**src/rtl/inv_shift_rows_stage.sv**
```systemverilog
// InvShiftRows stage for the AES inverse cipher datapath.
// Rotates row r of the column-major AES state right by r bytes. A valid/ready
// handshake and a 2-entry output FIFO let the stage absorb backpressure.
// A sideband tag (round index) travels unchanged with each word.
module inv_shift_rows_stage #(
  parameter int unsigned DATA_W = 128,
  parameter int unsigned TAG_W  = 4
) (
  input  logic              clk,
  input  logic              reset,
  input  logic              valid_in,
  output logic              ready_out,
  input  logic [DATA_W-1:0] data_in,
  input  logic [TAG_W-1:0]  tag_in,
  output logic              valid_out,
  input  logic              ready_in,
  output logic [DATA_W-1:0] data_out,
  output logic [TAG_W-1:0]  tag_out
);

  // The permutation is defined only for a 128-bit AES state.
  if (DATA_W != 128) begin : g_width_check
    $error("inv_shift_rows_stage: DATA_W must be 128");
  end

  // FIFO occupancy.
  typedef enum logic [1:0] {
    EMPTY = 2'd0,
    ONE   = 2'd1,
    FULL  = 2'd2
  } occ_t;

  occ_t              occ;
  occ_t              occ_next;

  logic [DATA_W-1:0] head_data;
  logic [TAG_W-1:0]  head_tag;
  logic [DATA_W-1:0] tail_data;
  logic [TAG_W-1:0]  tail_tag;
  logic [DATA_W-1:0] perm_data;

  logic              push;
  logic              pop;
  logic              load_head_in;
  logic              load_head_tail;
  logic              load_tail_in;

  // Byte i sits at bits [(15-i)*8 +: 8], i = 4*col + row. Output byte at
  // (col, row) comes from input column (col - row) mod 4, same row.
  function automatic logic [DATA_W-1:0] inv_shift_rows(input logic [DATA_W-1:0] s);
    logic [DATA_W-1:0] o;
    o = '0;
    for (int unsigned i = 0; i < 16; i++) begin
      int unsigned col;
      int unsigned row;
      int unsigned src;
      col = i / 4;
      row = i % 4;
      src = 4 * ((col + 4 - row) % 4) + row;
      o[(15 - i) * 8 +: 8] = s[(15 - src) * 8 +: 8];
    end
    return o;
  endfunction

  // Words are permuted before storage so the head register drives data_out directly.
  always_comb begin
    perm_data = inv_shift_rows(data_in);
  end

  assign ready_out = !reset && (occ != FULL);
  assign valid_out = (occ != EMPTY);
  assign data_out  = head_data;
  assign tag_out   = head_tag;

  assign push = valid_in && ready_out;
  assign pop  = valid_out && ready_in;

  // Occupancy register.
  always_ff @(posedge clk) begin
    if (reset) begin
      occ <= EMPTY;
    end else begin
      occ <= occ_next;
    end
  end

  // Next occupancy and entry load selects.
  always_comb begin
    occ_next       = occ;
    load_head_in   = 1'b0;
    load_head_tail = 1'b0;
    load_tail_in   = 1'b0;
    case (occ)
      EMPTY: begin
        if (push) begin
          load_head_in = 1'b1;
          occ_next     = ONE;
        end
      end
      ONE: begin
        // Push with pop replaces the head in place: no bubble, count stays 1.
        if (push && pop) begin
          load_head_in = 1'b1;
        end else if (push) begin
          load_tail_in = 1'b1;
          occ_next     = FULL;
        end else if (pop) begin
          occ_next     = EMPTY;
        end
      end
      FULL: begin
        if (pop) begin
          load_head_tail = 1'b1;
          occ_next       = ONE;
        end
      end
      default: begin
        occ_next = EMPTY;
      end
    endcase
  end

  // Head entry: holds its value while stalled or empty.
  always_ff @(posedge clk) begin
    if (reset) begin
      head_data <= '0;
      head_tag  <= '0;
    end else if (load_head_in) begin
      head_data <= perm_data;
      head_tag  <= tag_in;
    end else if (load_head_tail) begin
      head_data <= tail_data;
      head_tag  <= tail_tag;
    end
  end

  // Tail entry: only filled when the head is occupied and not draining.
  always_ff @(posedge clk) begin
    if (reset) begin
      tail_data <= '0;
      tail_tag  <= '0;
    end else if (load_tail_in) begin
      tail_data <= perm_data;
      tail_tag  <= tag_in;
    end
  end

endmodule

```
**config.mk**
```make
export PLATFORM = sky130hd
export DESIGN_NAME = inv_shift_rows_stage
export DESIGN_NICKNAME = d
export VERILOG_FILES = /design/src/rtl/inv_shift_rows_stage.sv
export SDC_FILE = /design/constraint.sdc
export NUM_CORES = 1
export LEC_CHECK = 0
export ABC_AREA = 1
export CAP_MARGIN = 20
export CORE_MARGIN = 2
export CORE_UTILIZATION = 39
export CTS_CLUSTER_DIAMETER = 80
export DETAILED_ROUTE_END_ITERATION = 12
export GPL_ROUTABILITY_DRIVEN = 0
export GPL_TIMING_DRIVEN = 0
export PLACE_DENSITY_LB_ADDON = 0.05
export SYNTH_ARGS = -nofsm -noshare
export SYNTH_HDL_FRONTEND = slang
export SYNTH_SLANG_ARGS = --single-unit
export TNS_END_PERCENT = 1
```
**constraint.sdc**
```tcl
create_clock -name clk -period 2.17 [get_ports clk]
set_input_delay 0.651 -clock clk [delete_from_list [all_inputs] [get_ports clk]]
set_output_delay 0.651 -clock clk [all_outputs]
set_load 0.01 [all_outputs]
```
==> results.py, run 1 <==
metrics = {
    "status": {
        "outcome": "completed",
    },
    "synthesis": {
        "synth_top_family_by_area": "simple AND/OR/NAND/NOR gates",
        "yosysSeqAreaShare": 0.448,
        "synth_area_sq_um": 11900,
        "synth-xor-area-share": 0,
        "synth_cells": 1751,
        "ys_warn_count": 0,
        "yosys.area_share.simple": 0.276,
        "avgSynthCellArea_sq_um": 6.78,
        "yosysUniqueCellTypes": 22,
        "synthAdderAreaFrac": 0,
        "synthMuxAreaShare": 0,
        "synth_nets": 1887,
        "ys_ff_latch": 266,
        "synth_compound_area_frac": 0.169,
    },
    "critical_path": {
        "crit_buf_inv": 1,
        "path_max_fanout": 2,
        "critPathRequiredTime_ns": 1.52,
        "cp_cell_sequence": "clkdlybuf4s50_1",
        "slowest_stage": "clkdlybuf4s50_1",
        "cp-start-kind": "flip-flop",
        "critical_path.endpoint_type": "output port",
        "crit_arrival_ns": 1.48,
        "timing_worst_setup_path_type": "flip-flop to output port",
        "critPathMaxStageDelay_ns": 0.55,
        "cp_top_family": "buffers and inverters",
    },
    "timing": {
        "relSlewSlack": 0.384,
        "rsz0062_at_grt": "true",
        "finalCritPeriodShare": 0.980,
        "period_minus_slack_ns": 2.13,
        "max_clock_freq_mhz": 470,
        "tightest_slew_ns": 0.924,
        "setup_viol": 0,
        "fin_skew_ns": 0.0144,
        "hold_violations": 0,
        "slew_viol_final": 0,
    },
    "cts": {
        "cts-root-buf": "clkbuf_16",
        "path_clk_slew_ns": 0.06,
        "clk_latency_ns": 0.56,
        "cts_tree": "yes",
        "clock_path_buffers": 3,
        "numClockSinks": 266,
        "h-tree-depth": 1,
        "cts_inserted_buffers": 31,
        "ctsHoldBuffers": 0,
    },
    "die": {
        "start_util": 0.399,
        "io_pins": 270,
        "die_x_um": 178,
        "die_h_um": 178,
        "die-area_sq_um": 31900,
        "core_area_sq_um": 29800,
        "rows": 63,
    },
    "detailed_routing": {
        "drt-vias-per-instance": 4.84,
        "drt-total-wl_mm": 36.9,
        "routedWlPerCell_um": 14.9,
        "first_iter_violations": 870,
        "route.detailed.drc": 0,
        "ant_nets": 0,
        "drtPass1Iterations": 5,
        "num_vias": 12000,
    },
    "pwr": {
        "vdd_ir_drop_max_uv": 685,
        "seqPwrFrac": 0.425,
        "combPwrFrac": 0.128,
        "total_power_mw": 12.3,
        "intPower_mw": 9.30,
        "sw_frac_of_total": 0.243,
        "cellLeakagePower_nw": 6.93,
        "clock_power_share": 0.447,
        "netSwitchingPower_mw": 2.98,
        "p_per_area_nw_per_um2": 758,
    },
    "global_routing": {
        "first_global_vias": 11000,
        "grt_pass1_wl_mm": 57.9,
        "grt_max_degree": 16,
        "antenna_found_initial": 5,
        "track_usage": 0.224,
        "gr-total-overflow": 0,
    },
    "hold_path": {
        "worst_hold_path_type": "flip-flop to flip-flop",
    },
    "placed_design": {
        "portBuffers": 268,
        "place_hpwl_mm": 26.0,
    },
    "finish": {
        "utilization": 0.543,
        "final_layout_size_suffix_gt1_frac": 0.0712,
        "area_growth_syn_to_layout_pct": 36.4,
        "layout.nets": 2190,
    },
    "flow_run": {
        "maxCapViolCount": 0,
    },
}
-- layer usage --
| metal | up-vias | track usage | part of all wire |
|---|---|---|---|
| met5 | - | 0 | 0.00033 |
| met4 | 2 | 0.0620 | 0.024 |
| met3 | 58 | 0.0362 | 0.055 |
| met2 | 324 | 0.362 | 0.45 |
| met1 | 5398 | 0.310 | 0.47 |
| li1 | 6186 | - | - |
-- through the flow --
step | area (sq um) | TNS [ns] | cells | hold slack [ns] | setup slack [ns]
2_1_floorplan | 11900 | 0 | 1751 | 0.475 | 0.309
3_3_place_gp | 15000 | -99.85 | 2409 | 0.464 | -0.631
3_5_place_dp | 15000 | -110.75 | 2409 | 0.470 | -0.649
4_1_cts | 16100 | -0.0441 | 2466 | 0.478 | -0.0441
5_1_grt | 16200 | -0.00532 | 2471 | 0.489 | -0.00532
6_report | 16200 | 0 | 2472 | 0.473 | 0.0431
-- path summary, 6_finish.rpt --
check                     from      endpoint  slack [ns]  depth (start not counted)
setup / recovery  data_out[89]  data_out[89]        0.04                          1
hold / removal    data_out[77]  data_out[77]        0.47                          2
setup reg to reg        occ[0]  data_out[60]        0.27                          9
hold reg to reg   data_out[77]  data_out[77]        0.47                          2
-- state kept, by name (all words and copies together) (netlist names) --
register,cells
tail_tag,4
tag_out,4
tail_data,128
data_out,128
occ,2
-- Yosys cell counts, drive strengths merged --
library cell	count	share of area
nor2	269	0.087
dfxtp	266	0.45
o21ai	265	0.11
inv	141	0.045
nand4	2	0.0011
a21oi	133	0.056
buf	66	0.038
clkbuf	75	0.024
nand3	133	0.061
a211oi	1	0.00063
nand2	400	0.13
-- cell type report --
cell class | count | area (sq um)
fillers | 2957 | 13600
flip-flops and latches | 266 | 5330
multi-input cells | 1203 | 5290
repair buffers | 270 | 2710
clock buffers | 47 | 936
plain buffers | 141 | 751
inverters | 141 | 529
well taps | 390 | 488
clock inverters | 10 | 154
diodes | 4 | 10.0
-- cells in the final DEF (no fill, tap or decap), drive strengths merged --
cell             n
clkbuf         125
clkdlybuf4s15    1
a21oi          133
bufinv           4
nand4            2
clkdlybuf4s50  257
nand3          133
a211oi           1
dlygate4sd2      1
o21ai          265
diode            4
clkinv           5
inv            142
dfxtp          266
nor2           269
dlymetal6s2s     8
buf             66
nand2          400
-- worst register-to-register path, delay by kind of cell, from the launching register on --
kind | cells | cell delay, ns
simple gates | 5 | 0.85
compound gates | 1 | 0.07
buf+inv | 3 | 0.49
flops | 1 | 0.35
-- kinds of logic (layout without fill, tap and decap cells) --
group	count (synthesis)	count (layout)
buffers and inverters	282	609
other	0	4
DFF	266	266
AOI/OAI and AO/OA	399	399
and+or+nand+nor	804	804
-- power by group through the flow --
stage | registers, mW | clock network (mW) | logic, mW
floorplan | 5.38 | 0 | 0.638
global placement | 5.32 | 0 | 1.56
detailed placement | 5.32 | 0 | 1.57
CTS | 5.22 | 5.60 | 1.58
global route | 5.24 | 5.79 | 1.73
finish | 5.22 | 5.49 | 1.57
-- repair_timing --
action | 4_1_cts | 5_1_grt
gates resized for setup | 10 | 15
pin swaps | 1 | 2
setup endpoints to repair | 54 | 90
setup buffers | 0 | 2
Power figures use the tool's default switching activity.
==> run 2, diff against run 1 <==
Settings changed: CORE_ASPECT_RATIO set to 2, CORE_UTILIZATION 39 to 51, PLACE_DENSITY set to 0.87, PLACE_DENSITY_LB_ADDON 0.05 to not set.
==> run 2 against run 1 <==
Effect of this change:
- global-route usage rose by 5.4 points
- non-clock buffer count down 2
- wire length fell by 3.9%
- flip-flop and latch count unchanged
- maximum frequency up 0.68%
- first-iteration DRC count rose by 0.11%
- clock power is 19% lower
- critical path type unchanged
- largest cell class unchanged
- highest routed layer is now met4
==> results.py, run 2 (synthesis results as in run 1) <==
metrics = {
    "detailed_routing": {
        "highest_layer": "met4",
        "num_vias": 12400,
        "wl_met2_mm": 16.7,
        "route.met3.wl_mm": 3.04,
        "drt-vias-per-instance": 5.27,
        "wl_met1_mm": 14.2,
        "drt-total-wl_mm": 35.4,
        "routedWlPerCell_um": 15.1,
        "ant_nets": 0,
        "route.detailed.drc": 0,
        "drtPass1Iterations": 7,
        "first_iter_violations": 871,
    },
    "global_routing": {
        "first_global_vias": 11400,
        "grt_pass1_wl_mm": 56.2,
        "gr-total-overflow": 0,
        "track_usage": 0.278,
        "grt_max_degree": 17,
        "antenna_found_initial": 2,
    },
    "critical_path": {
        "cp_top_family": "buffers and inverters",
        "cp_cell_sequence": "clkdlybuf4s50_1",
        "rr_worst_depth": 8,
        "startpoint": "data_out[127]",
        "slowest_stage": "clkdlybuf4s50_1",
        "reg2reg_from": "occ[0]",
        "timing_worst_setup_path_type": "flip-flop to output port",
        "critPathRequiredTime_ns": 1.52,
        "worst-r2r-setup-slack_ns": 0.22,
        "critical_path.endpoint_type": "output port",
        "critPathMaxStageDelay_ns": 0.56,
        "cp-start-kind": "flip-flop",
        "path_max_fanout": 2,
        "crit_buf_inv": 1,
        "crit_arrival_ns": 1.46,
        "r2r_end": "data_out[35]",
    },
    "cts": {
        "cts-root-buf": "clkbuf_16",
        "clock_path_buffers": 3,
        "numClockSinks": 266,
        "h-tree-depth": 1,
        "cts_tree": "yes",
        "cts_inserted_buffers": 24,
        "post_cts_buffers": 0,
        "clk_latency_ns": 0.53,
        "path_clk_slew_ns": 0.07,
    },
    "timing": {
        "slew_viol_final": 0,
        "finalCritPeriodShare": 0.974,
        "max_clock_freq_mhz": 473,
        "rsz0062_at_grt": "false",
        "period_minus_slack_ns": 2.11,
        "setup_tns_ns": 0,
        "setup_viol": 0,
        "tightest_slew_ns": 1.02,
        "fin_skew_ns": 0.0131,
        "holdWs_ns": 0.479,
        "relSlewSlack": 0.318,
        "hold_violations": 0,
    },
    "finish": {
        "final_cells": 2348,
        "most-common-layout-cells": "398 x nand2_1, 266 x nor2_1, 266 x dfxtp_1",
        "final_layout_size_suffix_gt1_frac": 0.0679,
        "nFillCells": 1942,
        "final_common_cell": "nand2_1",
        "layout.nets": 2181,
        "area_growth_syn_to_layout_pct": 32.7,
    },
    "die": {
        "die_h_um": 220,
        "rows": 79,
        "start_util": 0.516,
        "io_pins": 270,
        "core_area_sq_um": 23000,
        "die_x_um": 112,
        "die-area_sq_um": 24600,
    },
    "pwr": {
        "p_per_area_nw_per_um2": 710,
        "cellLeakagePower_nw": 6.68,
        "vdd_ir_drop_max_uv": 563,
    },
    "placed_design": {
        "placed_cells": 2302,
        "place_hpwl_mm": 24.4,
        "portBuffers": 268,
    },
    "flow_run": {
        "maxCapViolCount": 0,
    },
    "hold_path": {
        "hp-start": "data_out[76]",
        "worst_hold_path_type": "flip-flop to flip-flop",
        "min_path_cells": 2,
        "min_to": "data_out[76]",
    },
    "status": {
        "outcome": "completed",
    },
}
run 2: cell count changes in the layout (fill, tap and decap cells not counted), sizes merged:
cell,change
clkdlybuf4s50,+8
clkinvlp,+3
dlymetal6s2s,-7
buf,-1
clkbuf,-16
clkdlybuf4s15,-1
diode,-2
inv,-1
bufinv,-2
clkinv,+2
run 2: area by class of cell:
class | instances | area (sq um) | area share
Sequential cell | 266 | 5330 | 0.338
Multi-Input combinational cell | 1203 | 5290 | 0.335
Timing Repair Buffer | 268 | 2680 | 0.170
Buffer | 141 | 757 | 0.0480
Clock buffer | 32 | 702 | 0.0445
Inverter | 141 | 532 | 0.0337
Tap cell | 283 | 354 | 0.0225
Clock inverter | 12 | 121 | 0.00770
Antenna cell | 2 | 5.00 | 0.000318
run 2: how the worst max path moves through the flow:
stage	to	slack [ns]	depth (start not counted)
2_1_floorplan	tail_data[100]	0.31	9
3_3_place_gp	data_out[34]	-0.56	9
3_5_place_dp	data_out[30]	-0.56	8
4_1_cts	data_out[30]	0.004	8
5_1_grt	data_out[15]	0.005	1
6_report	data_out[127]	0.06	1
run 2: repair_timing:
action	4_1_cts	5_1_grt
resized for setup	9	17
hold buffers	0	0
endpoints found under the hold margin	0	0
pin swaps	1	0
endpoints found under the setup margin	10	59
run 2: per-layer routing:
metal	track usage	vias to the layer above
li1	-	6155
met1	0.347	5577
met2	0.470	562
met3	0.0512	89
met4	0.121	0
met5	0	-
run 2: metrics by stage:
step	worst slack, ns	utilization	cell area [sq um]	total power, mW
3_5_place_dp	-0.561	0.647	14900	6.87
2_1_floorplan	0.309	-	11900	6.02
3_3_place_gp	-0.556	0.647	14900	6.84
6_report	0.0574	0.684	15800	11.2
4_1_cts	0.00384	0.684	15700	11.2
5_1_grt	0.00464	0.684	15800	11.6
run 2: report_power, final:
part | switching (mW) | internal [mW] | total, mW
Combinational | 0.791 | 0.780 | 1.57
Clock | 1.89 | 2.52 | 4.42
Sequential | 0.117 | 5.09 | 5.21
